`src/rtl/mem_responder_if.sv`:
```
// CPU <-> memory responder bus: async-SRAM style strobes, MMIO switches and HEX display.
interface mem_responder_if;
  logic [15:0] Addr;
  logic [15:0] Data_from_CPU;
  logic        Mem_CE;
  logic        Mem_OE;
  logic        Mem_WE;
  logic        Mem_UB;
  logic        Mem_LB;
  logic [15:0] Switches;
  logic [15:0] Data_to_CPU;
  logic [15:0] HEX_out;
  logic        Busy;
  logic        Err;
  logic [15:0] Acc_count;

  modport master (
    output Addr, Data_from_CPU, Mem_CE, Mem_OE, Mem_WE, Mem_UB, Mem_LB, Switches,
    input  Data_to_CPU, HEX_out, Busy, Err, Acc_count
  );
  modport slave (
    input  Addr, Data_from_CPU, Mem_CE, Mem_OE, Mem_WE, Mem_UB, Mem_LB, Switches,
    output Data_to_CPU, HEX_out, Busy, Err, Acc_count
  );
endinterface

```
`src/rtl/mem_responder.sv`:
```
// Word memory plus one MMIO word behind an active-low strobe bus; writes need the
// strobe held two cycles, reads return registered data one cycle after OE is sampled.
module mem_responder #(
  parameter int          ADDR_BITS = 8,
  parameter logic [15:0] IO_ADDR   = 16'hFFFF
) (
  input  logic        i_clk,
  input  logic        i_rst_n,
  mem_responder_if.slave bus
);
  typedef enum logic [1:0] {IDLE, RD, WR1, WR_DONE} state_t;

  state_t      r_state, w_state_nxt;
  logic [15:0] r_mem [0:(1<<ADDR_BITS)-1];
  logic [15:0] r_rdata, r_hex, r_cnt;
  logic        r_err;

  logic        w_rd, w_wr, w_both, w_is_io;
  logic        w_load, w_commit, w_err_set, w_cnt_inc;
  logic [15:0] w_rdata;
  logic [ADDR_BITS-1:0] w_idx;

  assign w_rd    = !bus.Mem_CE && !bus.Mem_OE &&  bus.Mem_WE;
  assign w_wr    = !bus.Mem_CE &&  bus.Mem_OE && !bus.Mem_WE;
  assign w_both  = !bus.Mem_CE && !bus.Mem_OE && !bus.Mem_WE;
  assign w_is_io = (bus.Addr == IO_ADDR);
  assign w_idx   = bus.Addr[ADDR_BITS-1:0];
  assign w_rdata = w_is_io ? bus.Switches : r_mem[w_idx];

  always_ff @(posedge i_clk or negedge i_rst_n)
    if (!i_rst_n) r_state <= IDLE;
    else          r_state <= w_state_nxt;

  always_comb begin
    w_state_nxt = r_state;
    w_load      = 1'b0;
    w_commit    = 1'b0;
    w_err_set   = 1'b0;
    w_cnt_inc   = 1'b0;
    if (bus.Mem_CE) begin
      w_state_nxt = IDLE;
      w_err_set   = (r_state == WR1);
    end else if (w_both) begin
      w_state_nxt = IDLE;
      w_err_set   = 1'b1;
    end else begin
      case (r_state)
        IDLE: begin
          if (w_rd) begin
            w_state_nxt = RD;
            w_load      = 1'b1;
            w_cnt_inc   = 1'b1;
          end else if (w_wr) begin
            w_state_nxt = WR1;
          end
        end
        RD: begin
          if (w_rd) w_load      = 1'b1;
          else      w_state_nxt = IDLE;
        end
        WR1: begin
          if (w_wr) begin
            w_state_nxt = WR_DONE;
            w_commit    = 1'b1;
            w_cnt_inc   = 1'b1;
          end else begin
            w_state_nxt = IDLE;
            w_err_set   = 1'b1;
          end
        end
        WR_DONE: if (bus.Mem_WE) w_state_nxt = IDLE;
        default: w_state_nxt = IDLE;
      endcase
    end
  end

  // Storage is deliberately left out of reset; a commit can only happen from WR1,
  // which reset clears asynchronously, so an interrupted write never lands.
  always_ff @(posedge i_clk)
    if (w_commit && !w_is_io) begin
      if (!bus.Mem_UB) r_mem[w_idx][15:8] <= bus.Data_from_CPU[15:8];
      if (!bus.Mem_LB) r_mem[w_idx][7:0]  <= bus.Data_from_CPU[7:0];
    end

  always_ff @(posedge i_clk or negedge i_rst_n)
    if (!i_rst_n) begin
      r_rdata <= '0;
      r_hex   <= '0;
      r_cnt   <= '0;
      r_err   <= 1'b0;
    end else begin
      if (w_load) r_rdata <= w_rdata;
      if (w_commit && w_is_io) begin
        if (!bus.Mem_UB) r_hex[15:8] <= bus.Data_from_CPU[15:8];
        if (!bus.Mem_LB) r_hex[7:0]  <= bus.Data_from_CPU[7:0];
      end
      if (w_cnt_inc && r_cnt != 16'hFFFF) r_cnt <= r_cnt + 16'd1;
      if (w_err_set) r_err <= 1'b1;
    end

  assign bus.Data_to_CPU = r_rdata;
  assign bus.HEX_out     = r_hex;
  assign bus.Acc_count   = r_cnt;
  assign bus.Err         = r_err;
  assign bus.Busy        = (r_state != IDLE);
endmodule

```
`src/flat_wrapper.sv`:
```
// flat-port wrapper written by rule: the top's interface ports become plain ports
module mem_responder_flat 
#(
  parameter int          ADDR_BITS = 8,
  parameter logic [15:0] IO_ADDR   = 16'hFFFF
)
  (i_clk, i_rst_n, bus_Addr, bus_Data_from_CPU, bus_Mem_CE, bus_Mem_OE, bus_Mem_WE, bus_Mem_UB, bus_Mem_LB, bus_Switches, bus_Data_to_CPU, bus_HEX_out, bus_Busy, bus_Err, bus_Acc_count);
  mem_responder_if bus_i ();
  input  logic i_clk;
  input  logic i_rst_n;
  input wire logic [$bits(bus_i.Addr)-1:0] bus_Addr;
  input wire logic [$bits(bus_i.Data_from_CPU)-1:0] bus_Data_from_CPU;
  input wire logic [$bits(bus_i.Mem_CE)-1:0] bus_Mem_CE;
  input wire logic [$bits(bus_i.Mem_OE)-1:0] bus_Mem_OE;
  input wire logic [$bits(bus_i.Mem_WE)-1:0] bus_Mem_WE;
  input wire logic [$bits(bus_i.Mem_UB)-1:0] bus_Mem_UB;
  input wire logic [$bits(bus_i.Mem_LB)-1:0] bus_Mem_LB;
  input wire logic [$bits(bus_i.Switches)-1:0] bus_Switches;
  output wire logic [$bits(bus_i.Data_to_CPU)-1:0] bus_Data_to_CPU;
  output wire logic [$bits(bus_i.HEX_out)-1:0] bus_HEX_out;
  output wire logic [$bits(bus_i.Busy)-1:0] bus_Busy;
  output wire logic [$bits(bus_i.Err)-1:0] bus_Err;
  output wire logic [$bits(bus_i.Acc_count)-1:0] bus_Acc_count;
  assign bus_i.Addr = bus_Addr;
  assign bus_i.Data_from_CPU = bus_Data_from_CPU;
  assign bus_i.Mem_CE = bus_Mem_CE;
  assign bus_i.Mem_OE = bus_Mem_OE;
  assign bus_i.Mem_WE = bus_Mem_WE;
  assign bus_i.Mem_UB = bus_Mem_UB;
  assign bus_i.Mem_LB = bus_Mem_LB;
  assign bus_i.Switches = bus_Switches;
  assign bus_Data_to_CPU = bus_i.Data_to_CPU;
  assign bus_HEX_out = bus_i.HEX_out;
  assign bus_Busy = bus_i.Busy;
  assign bus_Err = bus_i.Err;
  assign bus_Acc_count = bus_i.Acc_count;
  mem_responder #(.ADDR_BITS(ADDR_BITS), .IO_ADDR(IO_ADDR)) u_core (.i_clk(i_clk), .i_rst_n(i_rst_n), .bus(bus_i));
endmodule
```
`config.mk`:
```
export PLATFORM = sky130hd
export DESIGN_NAME = mem_responder_flat
export DESIGN_NICKNAME = d
export VERILOG_FILES = /design/src/rtl/mem_responder_if.sv /design/src/rtl/mem_responder.sv /design/src/flat_wrapper.sv
export SDC_FILE = /design/constraint.sdc
export NUM_CORES = 2
export LEC_CHECK = 0
export BUFFER_PORTS_ARGS = -buffer_cell sky130_fd_sc_hd__buf_2
export CAP_MARGIN = 25
export CELL_PAD_IN_SITES_DETAIL_PLACEMENT = 1
export CELL_PAD_IN_SITES_GLOBAL_PLACEMENT = 1
export CORE_AREA = 3 3 484 678
export DETAILED_ROUTE_END_ITERATION = 10
export DIE_AREA = 0 0 487 681
export MAX_ROUTING_LAYER = met4
export PLACE_DENSITY = 0.8
export SLEW_MARGIN = 25
export SYNTH_ARGS = -nofsm -noshare
export SYNTH_HDL_FRONTEND = slang
export SYNTH_SLANG_ARGS = --single-unit
```
`constraint.sdc`:
```
create_clock -name i_clk -period 5.18 [get_ports i_clk]
set_input_delay 1.036 -clock i_clk [delete_from_list [all_inputs] [get_ports i_clk]]
set_output_delay 1.036 -clock i_clk [all_outputs]
set_load 0.02 [all_outputs]
```
Word-level counts from Yosys, hierarchy flattened:

Memory sizes are Yosys's and may differ from the RTL's.
Cells that the tools add are included.

* multiplexer cells: 30
* reductions and logical operators: 18
* $add $sub $neg: 1
* bitwise operators: 2
* equal/unequal tests: 8

Operators with widths (count)
* 2-to-1 mux 1 bit: 20
* adder 16 x 1 -> 16 bit (second input constant): 1
* == test 16 bit (second input constant): 1
* 2-to-1 mux 16 bit: 1
* inequality test 16 bit (second input constant): 1
* 2-to-1 mux 2 bit: 7
* logical AND 1 bit: 8
* case mux 2 bit (4 select lines): 1
* inequality test 5 x 2 -> 1 bit (second input constant): 1
* == test 2 bit (second input constant): 2
* zero test 1 bit: 4
* inequality test 4 x 3 -> 1 bit (second input constant): 1
* inequality test 4 bit (second input constant): 1
* AND reduction 2 bit: 2
* AND reduction 3 bit: 1
* == test 2 x 1 -> 1 bit (second input constant): 1
* zero test 2 bit: 1
* inverter 1 bit: 2
* case mux 1 bit (2 select lines): 1
* nonzero test 2 bit: 1
* OR reduction 2 bit: 1

* RAM bits: 4096
* memories: 1
* bits in registers: 51
* input bits: 55
* word-level logic and storage cells: 66
* output and inout port bits: 50

Memories
* u_core.r_mem: depth 256, width 16, read ports 1, clocked after Yosys merged registers in 0, wr ports 1, RTL line mem_responder.sv:14 `logic [15:0] r_mem [0:(1<<ADDR_BITS)-1];`

Depth between registers and ports, before layout:

* word-level depth: 10
* depth in mapped cells: 15
* gate-level depth less buffers: 7

Worst setup path after synthesis:

No wires, ideal clock.

* path kind: input to register
* from: input port bus_Addr[0]
* to: memory u_core.r_mem[112][0], enable pin
* path buffers: 9
* cell stages on the path: 12
* setup slack: 1387 ps
* arrival time: 3422 ps
* required time: 4809 ps
* library setup time: 371 ps
* path through: buf_4 buf_12 buf_6 buf_6 buf_6 buf_4 buf_6 buf_4 nor2_1 nand3_1 buf_2 nor2_1

* longest elaborated chain between the ends: 5

RTL lines
* start, declared: RTL line flat_wrapper.sv:11 `input wire logic [$bits(bus_i.Addr)-1:0] bus_Addr;`
* == test 16 bit: RTL line mem_responder.sv:26 `assign w_is_io = (bus.Addr == IO_ADDR);`
* zero test 1 bit: RTL line mem_responder.sv:80 `if (w_commit && !w_is_io) begin`
* logical AND 1 bit: RTL line mem_responder.sv:80
* 2-to-1 mux 1 bit: RTL line mem_responder.sv:80
* 2-to-1 mux 1 bit (not written as such): RTL line mem_responder.sv:82 `if (!bus.Mem_LB) r_mem[w_idx][7:0] <= bus.Data_from_CPU[7:0];`
* end, declared: RTL line mem_responder.sv:14

Several ways; a longest one is shown, not always the timed one.

Final worst setup path:

* from: input port bus_Addr[7]
* to: memory u_core.r_mem[177][9], enable pin

* longest elaborated chain between the ends: 5

RTL lines
* == test 16 bit: RTL line mem_responder.sv:26
* zero test 1 bit: RTL line mem_responder.sv:80
* logical AND 1 bit: RTL line mem_responder.sv:80
* 2-to-1 mux 1 bit: RTL line mem_responder.sv:80
* 2-to-1 mux 1 bit (not written as such): RTL line mem_responder.sv:81 `if (!bus.Mem_UB) r_mem[w_idx][15:8] <= bus.Data_from_CPU[15:8];`

Several ways; a longest one is shown, not always the timed one.

==> flow_summary.yaml <==
layout:
  drive_gt1_share_pct: 23.9
  syn2layout_area_growth_pct: 12.5
  fillerInstances: 27300
  final_nets: 8137
  fin_area_mm2: 0.181
timing:
  max_freq_ghz: 0.246
  finalSetupViolCount: 0
  final.min_clock_period_ps: 4060
  hold_violations: 0
  max-slew-margin-rel_pct: 23.2
  skew_ps: 84.7
  finalCritPeriodShare_pct: 78.4
  slew_violations: 0
  tightest_slew_ps: 1150
  fin_tns_setup_ps: 0
  rsz0062_at_grt: "no"
synth:
  synth_seq_area_share_pct: 77.2
  async_flop_share_pct: 1.23
  yosys_warnings: 0
  syn_area_mm2: 0.161
  synth_fp_nets: 7721
  syn_inst: 7665
  synth_flop_cell: "edfxtp_1"
  synth_edf_count: 4096
  ys_ff_latch: 4147
  synth_area_per_cell_um2: 21.0
  ys_types: 67
cts:
  cts_buffers: 378
  cts_setup_buffers: 0
  clk_pin_slew_worst_paths_ps: 60
  cts_repair_resize_count: 0
  cts-root-buf: "clkbuf_16"
  clkLatencyLatePin_ps: 960
  htree_num_levels: 5
  cts_tree: "yes"
  cts_sinks: 4147
  cts-hold-fix-buffers: 1
  cts_max_path_buffers: 4
critical_path:
  crit_type: "in2reg"
  cp.required_ps: 5730
  crit_buf_inv: 2
  worstSetupStartpointType: "input port"
  cpMaxStageDelayCell: "nor2_1"
  timing.rr.start: "u_core.r_state[1]"
  path_max_fanout: 16
  arrival_ps: 4620
  critical-path-max-stage-delay_ps: 980
  crit_path_end_kind: "flop"
  startpoint: "bus_Addr[7]"
  worstPathCellList: "buf_2 > nor2b_2 > buf_4 > nand4_1 > nor2_1"
  crit_family: "simple AND/OR/NAND/NOR gates"
global_route:
  busiest_layer: "met2"
  use_met1_pct: 35.5
  grt_usage_pct: 31.0
  use_met3_pct: 5.84
  grt_overflow_total: 0
  grt_pass1_wl_mm: 707
  antenna_found_initial: 21
  use_met2_pct: 49.5
  grt_max_degree: 194
  grt_pass1_vias: 89600
detailed_routing:
  vias: 86300
  wl_mm: 503
  firstDrtPassIters: 6
  postRouteAntennaNets: 0
  wl_per_cell_um: 39.8
  drt_iter0_drc: 13300
  drc: 0
  via_per_inst: 6.82
placement:
  place_area_mm2: 0.168
  portBuffers: 104
  gp_congestion: 0.890
  dp_hpwl_mm: 303
pwr:
  p_total_w: 0.0695
  p_per_area_mw_per_mm2: 384
  p_leak_nw: 57.5
  ir_drop_mv: 0.321
die:
  die_x_um: 487
  die_area_mm2: 0.332
  rows: 247
  ios: 105
  die_h_um: 681
  core_area_mm2: 0.323
  start_util_pct: 49.9
min_path:
  worst_hold_path_type: "in2reg"
  holdCritStartpoint: "bus_Mem_CE"
flow_run:
  drv_cap: 0
outcome:
  status: "finished clean"
[area by class of cell]
class	count	area (µm²)	share of cell area, %
antenna	21	52.6	0.0290
clock inverter	221	2350	1.30
multi-input combinational	3036	34300	18.9
inverter	9	33.8	0.0187
sequential	4147	124000	68.6
timing repair buffer	509	4730	2.61
clock buffer	467	10100	5.57
tap	4233	5300	2.92
[flip-flops by register name, indices dropped and copies added, names as in the netlist]
name / count
u_core.bus.Acc_count: 16
u_core.bus.Data_to_CPU: 16
u_core.r_mem: 4096
u_core.bus.Err: 1
u_core.bus.HEX_out: 16
u_core.r_state: 2
[layout by cell type, fill, tap and decap left out, types with 9 or more instances in the layout]
master,n
a221oi_1,42
a22oi_1,235
mux2i_1,569
o21ai_0,46
buf_4,330
nor2_2,9
o22ai_1,39
dfrtp_1,51
nor4_1,12
nand3_1,116
buf_12,73
nand4_1,66
a22o_1,30
clkinv_2,70
a211o_1,9
nor2_1,555
mux2_2,29
buf_2,82
edfxtp_1,4096
a21oi_1,78
clkbuf_16,384
clkinv_1,70
nand3_2,13
a31oi_1,14
clkinvlp_4,16
clkbuf_8,32
mux4_2,872
a211oi_1,16
bufinv_16,45
diode_2,21
clkbuf_1,67
and3_1,14
nand2_1,131
nor3_1,14
[through the flow]
| step | hold slack [ps] | instances | utilization [%] | setup slack, ps |
|---|---|---|---|---|
| final | 324 | 12600 | 56.1 | 1120 |
| after floorplan | 442 | 7665 | - | 1390 |
| after detailed placement | 451 | 11900 | 52.2 | 420 |
| after global placement | 453 | 11900 | 52.2 | 471 |
| after CTS | 282 | 12600 | 56.0 | 1240 |
| after global routing | 317 | 12600 | 56.1 | 1040 |
[final timing paths]
| path | end | slack (ps) | cells past startpoint |
|---|---|---|---|
| max | u_core.r_mem[177][9] | 1120 | 5 |
| min | u_core.r_state[0] | 320 | 2 |
| max reg2reg | u_core.r_mem[177][9] | 1310 | 7 |
| min reg2reg | u_core.bus.Err | 460 | 1 |
| max in group asynchronous | u_core.bus.Data_to_CPU[11] | 3540 | 3 |
| min in group asynchronous | u_core.bus.Acc_count[13] | 520 | 2 |
[synthesized netlist by cell type (all sizes together), types with 3 or more instances]
| cell | instances | area (µm²) |
|---|---|---|
| a211o | 9 | 78.8 |
| a211oi | 16 | 120 |
| a21oi | 78 | 390 |
| a221oi | 42 | 368 |
| a22o | 30 | 263 |
| a22oi | 235 | 1760 |
| a31oi | 14 | 87.6 |
| a32oi | 3 | 26.3 |
| and2 | 9 | 56.3 |
| and3 | 14 | 87.6 |
| and4 | 3 | 26.3 |
| buf | 283 | 1900 |
| clkbuf | 190 | 713 |
| dfrtp | 51 | 1280 |
| edfxtp | 4096 | 123000 |
| inv | 9 | 33.8 |
| mux2 | 30 | 338 |
| mux2i | 569 | 5700 |
| mux4 | 872 | 19600 |
| nand2 | 132 | 495 |
| nand2b | 8 | 50.1 |
| nand3 | 129 | 646 |
| nand4 | 66 | 413 |
| nor2 | 567 | 2130 |
| nor2b | 15 | 93.8 |
| nor3 | 16 | 80.1 |
| nor4 | 14 | 87.6 |
| o211ai | 8 | 60.1 |
| o21ai | 46 | 230 |
| o221ai | 4 | 35.0 |
| o22ai | 39 | 244 |
| o32ai | 4 | 35.0 |
| or2 | 3 | 18.8 |
| or3 | 4 | 25.0 |
| or4 | 6 | 45.0 |
| or4b | 10 | 100 |
| xnor2 | 8 | 70.1 |
| xor2 | 7 | 61.3 |
[cell families (layout without fill, tap and decap cells)]
| logic type | after synthesis | in the layout | share of synthesized area (%) |
|---|---|---|---|
| muxes | 1471 | 1471 | 15.9 |
| xor gates and xnor gates | 15 | 15 | 0.0816 |
| adders and majority gates | 1 | 1 | 0.00777 |
| and+or+nand+nor | 1007 | 1007 | 2.77 |
| DFF | 4147 | 4147 | 77.2 |
| buffers and inverters | 482 | 1206 | 1.64 |
| other | 0 | 21 | 0 |
| AOI/OAI and AO/OA | 542 | 542 | 2.38 |
[routing by layer]
layer  part of all wire [%]  vias to the layer above  wire length, µm
li1                       -                    32600                -
met1                     32                    45100           162000
met2                     49                     6794           248000
met3                    9.6                     1708            48100
met4                    8.9                        0            44700
met5                      0                        -                0
[worst register-to-register path, delay by kind of cell (launching register included)]
kind | cells | cell delay (ps)
buf+inv | 2 | 370
flops | 1 | 400
simple gates | 5 | 2720
[power by group]
part           switching (W)  internal (W)
Combinational        0.00253       0.00121
Sequential         0.0000759        0.0369
Clock                 0.0127        0.0161
Note: power is estimated with default switching activity, not from simulation.
